===== config.mk =====
export PLATFORM = sky130hd
export DESIGN_NAME = comparator_serial
export DESIGN_NICKNAME = d
export VERILOG_FILES = /design/src/rtl/comparator_serial.sv
export SDC_FILE = /design/constraint.sdc
export NUM_CORES = 1
export LEC_CHECK = 0
export ABC_AREA = 1
export ABC_CLOCK_PERIOD_IN_PS = 1550
export CAP_MARGIN = 20
export CORE_ASPECT_RATIO = 1.4
export CORE_UTILIZATION = 50
export DETAILED_ROUTE_END_ITERATION = 6
export GPL_TIMING_DRIVEN = 0
export PLACE_DENSITY = 0.84
export SLEW_MARGIN = 25
export SYNTH_ARGS = -nofsm -noshare
export SYNTH_HDL_FRONTEND = slang
export SYNTH_SLANG_ARGS = --single-unit

===== constraint.sdc =====
create_clock -name clk -period 1.55 [get_ports clk]
set_input_delay 0.31 -clock clk [delete_from_list [all_inputs] [get_ports clk]]
set_output_delay 0.31 -clock clk [all_outputs]
set_load 0.02 [all_outputs]

===== src/rtl/comparator_serial.sv =====
// Multi-cycle magnitude comparator: scans SLICE bits per clock, MSB slice first,
// with LT/EQ/GT cascade inputs resolving fully-equal operands.
module comparator_serial #(
    parameter int WIDTH      = 16,
    parameter int SLICE      = 4,
    parameter int EARLY_EXIT = 1
) (
    input  logic             clk,
    input  logic             rst_n,
    input  logic             start,
    input  logic             signed_mode,
    input  logic [WIDTH-1:0] A,
    input  logic [WIDTH-1:0] B,
    input  logic             LTin,
    input  logic             EQ_in,
    input  logic             GTin,
    output logic             busy,
    output logic             done,
    output logic             LTout,
    output logic             EQout,
    output logic             GTout
);

    localparam int N  = WIDTH / SLICE;
    localparam int KW = (N > 1) ? $clog2(N) : 1;

    localparam logic [WIDTH-1:0] MSB_MASK = WIDTH'(1) << (WIDTH - 1);

    localparam logic [2:0] RES_LT = 3'b100;
    localparam logic [2:0] RES_EQ = 3'b010;
    localparam logic [2:0] RES_GT = 3'b001;

    generate
        if (WIDTH <= 0 || SLICE <= 0 || (WIDTH % SLICE) != 0) begin : g_bad_params
            $error("comparator_serial: WIDTH must be a positive multiple of SLICE");
        end
    endgenerate

    typedef enum logic [1:0] {
        S_IDLE    = 2'd0,
        S_COMPARE = 2'd1,
        S_DONE    = 2'd2
    } state_t;

    state_t state_q, state_d;

    logic [WIDTH-1:0] a_q, b_q;
    logic [KW-1:0]    k_q;
    logic             found_q, dlt_q;
    logic             lt_in_q, eq_in_q, gt_in_q;
    logic             lt_q, eq_q, gt_q;

    logic [SLICE-1:0] a_sl, b_sl;
    logic             differ, slice_lt, last, scan_end, accept;
    logic [2:0]       casc_res, res_d;

    // Operands shift left each cycle, so the slice under test is always on top.
    assign a_sl     = a_q[WIDTH-1 -: SLICE];
    assign b_sl     = b_q[WIDTH-1 -: SLICE];
    assign differ   = (a_sl != b_sl);
    assign slice_lt = (a_sl < b_sl);
    assign last     = (k_q == KW'(N - 1));
    assign scan_end = last || ((EARLY_EXIT != 0) && differ);
    assign accept   = start && (state_q != S_COMPARE);

    // State register
    always_ff @(posedge clk) begin
        if (!rst_n) state_q <= S_IDLE;
        else        state_q <= state_d;
    end

    // Next-state logic
    always_comb begin
        state_d = state_q;
        case (state_q)
            S_IDLE:    if (accept) state_d = S_COMPARE;
            S_COMPARE: if (scan_end) state_d = S_DONE;
            S_DONE:    state_d = accept ? S_COMPARE : S_IDLE;
            default:   state_d = S_IDLE;
        endcase
    end

    // Output decode
    always_comb begin
        busy = 1'b0;
        done = 1'b0;
        case (state_q)
            S_COMPARE: busy = 1'b1;
            S_DONE:    done = 1'b1;
            default:   ;
        endcase
    end

    // Cascade priority: GT over LT; EQ_in never overrides, all-zero gives EQ.
    always_comb begin
        casez ({gt_in_q, lt_in_q, eq_in_q})
            3'b1??:  casc_res = RES_GT;
            3'b01?:  casc_res = RES_LT;
            default: casc_res = RES_EQ;
        endcase
    end

    always_comb begin
        res_d = casc_res;
        if (found_q)     res_d = dlt_q ? RES_LT : RES_GT;
        else if (differ) res_d = slice_lt ? RES_LT : RES_GT;
    end

    // Flipping both sign bits turns a signed compare into an unsigned one.
    always_ff @(posedge clk) begin
        if (!rst_n) begin
            a_q     <= '0;
            b_q     <= '0;
            k_q     <= '0;
            found_q <= 1'b0;
            dlt_q   <= 1'b0;
            lt_in_q <= 1'b0;
            eq_in_q <= 1'b0;
            gt_in_q <= 1'b0;
            lt_q    <= 1'b0;
            eq_q    <= 1'b0;
            gt_q    <= 1'b0;
        end else if (accept) begin
            a_q     <= A ^ (signed_mode ? MSB_MASK : '0);
            b_q     <= B ^ (signed_mode ? MSB_MASK : '0);
            k_q     <= '0;
            found_q <= 1'b0;
            dlt_q   <= 1'b0;
            lt_in_q <= LTin;
            eq_in_q <= EQ_in;
            gt_in_q <= GTin;
        end else if (state_q == S_COMPARE) begin
            a_q <= a_q << SLICE;
            b_q <= b_q << SLICE;
            k_q <= k_q + KW'(1);
            if (!found_q && differ) begin
                found_q <= 1'b1;
                dlt_q   <= slice_lt;
            end
            if (scan_end) {lt_q, eq_q, gt_q} <= res_d;
        end
    end

    assign LTout = lt_q;
    assign EQout = eq_q;
    assign GTout = gt_q;

    a_busy_done_excl: assert property (@(posedge clk) disable iff (!rst_n) !(busy && done));
    a_done_onehot:    assert property (@(posedge clk) disable iff (!rst_n)
                                       done |-> $onehot({lt_q, eq_q, gt_q}));

endmodule


==> out/results.tsv <==
stage	metric	value	unit
outcome	outcome	finished, final reports clean	
global_route	first-pass GRT wire length	7.64	mm
sta	hold_ws	0.468	ns
setup_path	CP arrival	1.19	ns
drt	Routed Antenna Nets	0	
die	die height	78.5	um
global_route	GRT overflow	0	
layout	Design Area, Final	2670	um2
setup_path	CP Capture Type	output pin	
drt	Vias/cell	5.11	
setup_path	worst setup path end	busy	
setup_path	r2r worst-path depth	11	
setup_path	highest-delay cell along the critical path	dfxtp_1	
synthesis	Synth Flop Type	dfxtp_1	
drt	initial drt markers	74	
sta	max frequency	669	MHz
sta	setup TNS	0	ns
die	CORE AREA	3950	um2
synthesis	Syn Nets	326	
clock_tree	hold-fix buffers at CTS	0	
sta	Slew @ Worst Pin	0.446	ns
layout	layout cells sized above 1	11.8	%
sta	Slew Limit Fails	0	
clock_tree	H-tree Lvls	2	
synthesis	Distinct cells, synth	28	
synthesis	Cells after Synth	282	
sta	Final Hold Violating Endpoints	0	
setup_path	Worst Setup SP	state_q[1]	
synthesis	number of flops mapped to enable cells by yosys	0	
synthesis	Seq/Total Area, Yosys	41.2	%
clock_tree	Reg clk slew, reported paths	0.07	ns
die	Top-Level Pins	44	
die	Die Area	4450	um2
pwr	Leak	1.32	nW
setup_path	worst-path maximum fanout	10	
global_route	Overall Global Routing Usage	22.2	%
clock_tree	CTS Buffer Depth	2	
place	global placement routability congestion	0.828	
layout	Finished Layout Cells	374	
clock_tree	CTS Buf Count	5	
sta	final setup fails	0	
drt	DR WL/cell	12.7	um
sta	Final Cycle Share	96.5	%
place	DP Area	2560	um2
global_route	initial antenna violation count	0	
drt	final WL	4.74	mm
run	Max Cap Viol	0	
pwr	maximum VDD drop	0.000681	V
synthesis	Netlist Area Pre-Place	2090	um2
setup_path	worst r2r src	b_q[13]	
setup_path	worst reg2reg endpoint	GTout	
global_route	largest net degree at the start of global routing	13	
layout	Final nets	375	
layout	Layout area overhead	27.9	%
sta	Tmin final	1.50	ns
drt	1st-pass router iterations	4	
die	row cnt	27	
pwr	power per cell area	949	nW/um2
clock_tree	later-pin clock latency in the skew report	0.30	ns
clock_tree	clock tree from TritonCTS	built	
setup_path	Slowest Stage Delay on Critical Path	0.30	ns
sta	unrepaired setup endpoints after global routing	yes	
global_route	vias in the first global route	1785	
layout	Antenna Cells	0	
setup_path	Startpoint Class	flop	
drt	# DRC	0	
setup_path	Crit path required time	1.24	ns
place	Post-DP HPWL	3.48	mm
place	# port buffers	42	
synthesis	Synth Register Bits	43	
setup_path	R2R setup slack	0.07	ns
sta	Relative slew margins	70.3	%
place	Post-Place Cells	367	
setup_path	Worst Setup Path Type	reg2out	
synthesis	Synth warnings	0	
synthesis	Async SR Flop Fraction	0	%
worst_hold_path	min-delay worst type	reg2reg	
die	Die Width	56.7	um
clock_tree	Clock Sinks	43	
clock_tree	CTS root buf	clkbuf_8	
die	Starting Density	52.9	%
setup_path	CP cell instances	inv_1 > nand2_4 > inv_6 > buf_6 > buf_4	
drt	Vias	1912	
sta	clock skew	0.0101	ns
synthesis	Avg Synthesized Cell Area	7.41	um2
cell families after synthesis:
kind of cell               after synthesis  synth area share (%)
AOI/OAI and AO/OA                       46                  16.9
xor gates and xnor gates                 3                  1.26
buffers and inverters                   70                  14.4
adders and majority gates                5                  2.99
DFF                                     43                  41.2
and+or+nand+nor                        115                  23.3
routing by layer:
layer | track usage, % | part of all wire (%)
met5 | 0 | 0
met4 | 8.78 | 2.3
met3 | 4.61 | 3.6
met2 | 39.3 | 51
met1 | 25.5 | 43
layout make-up:
| cell class | instances | area [um2] |
|---|---|---|
| repair buffers | 42 | 424 |
| well taps | 43 | 53.8 |
| multi-input cells | 169 | 938 |
| inverters | 57 | 219 |
| plain buffers | 13 | 88.8 |
| flip-flops and latches | 43 | 862 |
| fillers | 364 | 1280 |
| clock inverters | 1 | 5.00 |
| clock buffers | 6 | 82.6 |
synthesized netlist by cell type (2+ instances only):
master | number | area, um2
a21oi_1 | 17 | 85.1
buf_1 | 2 | 7.51
buf_2 | 5 | 25.0
buf_4 | 2 | 15.0
buf_6 | 3 | 33.8
dfxtp_1 | 43 | 861
ha_1 | 5 | 62.6
inv_1 | 54 | 203
inv_2 | 2 | 7.51
nand2_1 | 77 | 289
nand3_1 | 17 | 85.1
nor2_1 | 15 | 56.3
o211ai_1 | 4 | 30.0
o211ai_2 | 8 | 100
o21a_1 | 2 | 15.0
o21ai_0 | 5 | 25.0
o221ai_1 | 7 | 61.3
o221ai_2 | 2 | 30.0
xor2_1 | 3 | 26.3
stage by stage:
| stage | total power [mW] | setup WS [ns] | util (%) |
|---|---|---|---|
| 2_1_floorplan | 1.61 | 0.219 | - |
| 3_3_place_gp | 1.80 | -0.135 | 64.9 |
| 3_5_place_dp | 1.82 | -0.146 | 64.9 |
| 4_1_cts | 2.52 | 0.00134 | 67.1 |
| 5_1_grt | 2.65 | -0.0277 | 67.6 |
| 6_report | 2.54 | 0.0546 | 67.6 |
worst min-delay path by stage:
| stage | from | end | slack [ns] | depth (start not counted) |
|---|---|---|---|---|
| 5_1_grt | a_q[1] | a_q[1] | 0.51 | 2 |
| 6_report | k_q[1] | k_q[1] | 0.47 | 2 |
| 3_3_place_gp | k_q[1] | k_q[1] | 0.45 | 2 |
| 2_1_floorplan | k_q[1] | k_q[1] | 0.44 | 2 |
| 4_1_cts | k_q[1] | k_q[1] | 0.47 | 2 |
| 3_5_place_dp | k_q[1] | k_q[1] | 0.46 | 2 |
power breakdown:
| group | switching [mW] | internal [mW] | leakage [nW] |
|---|---|---|---|
| Combinational | 0.331 | 0.263 | 0.922 |
| Clock | 0.378 | 0.350 | 0.0470 |
| Sequential | 0.0332 | 1.18 | 0.353 |
state kept, by name, summed over array words and instances, names as in the netlist, 2 cells and up:
| register | count |
|---|---|
| state_q | 2 |
| k_q | 2 |
| a_q | 16 |
| b_q | 16 |
worst max-delay path, delay by kind of cell (launching register included):
kind | cells | cell delay, ns
buffers and inverters | 4 | 0.49
DFF | 1 | 0.30
and+or+nand+nor | 1 | 0.09
cell usage in the layout, fill, tap and decap left out:
cell type        Yosys  final
a21oi_1             17     17
clkdlybuf4s50_1      0     37
nor2_4               0      1
nand2_1             77     75
nand3_1             17     17
o21ai_0              5      5
buf_1                2      2
buf_2                5      5
o211ai_1             4      4
o22ai_1              1      1
dlymetal6s2s_1       0      3
dfxtp_1             43     42
inv_6                0      1
nor2_1              15     15
inv_1               54     54
ha_1                 5      5
nor2_8               1      1
dfxtp_2              0      1
clkbuf_8             0      6
nand2_2              1      3
clkbuf_1             1      1
or2_2                1      1
nand4_1              1      1
o221ai_2             2      2
clkinv_2             0      1
o211ai_2             8      8
buf_6                3      4
o221ai_1             7      7
buf_4                2      2
dlygate4sd2_1        0      1
xor2_1               3      3
o21a_1               2      2
inv_2                2      2
nand2_4              1      1
what timing repair did:
action,4_1_cts,5_1_grt
buffers inserted,0,0
resized for setup,8,7
gates cloned,0,0
endpoints found under the setup margin,2,5
No activity file was read; power rests on OpenSTA's default activity.
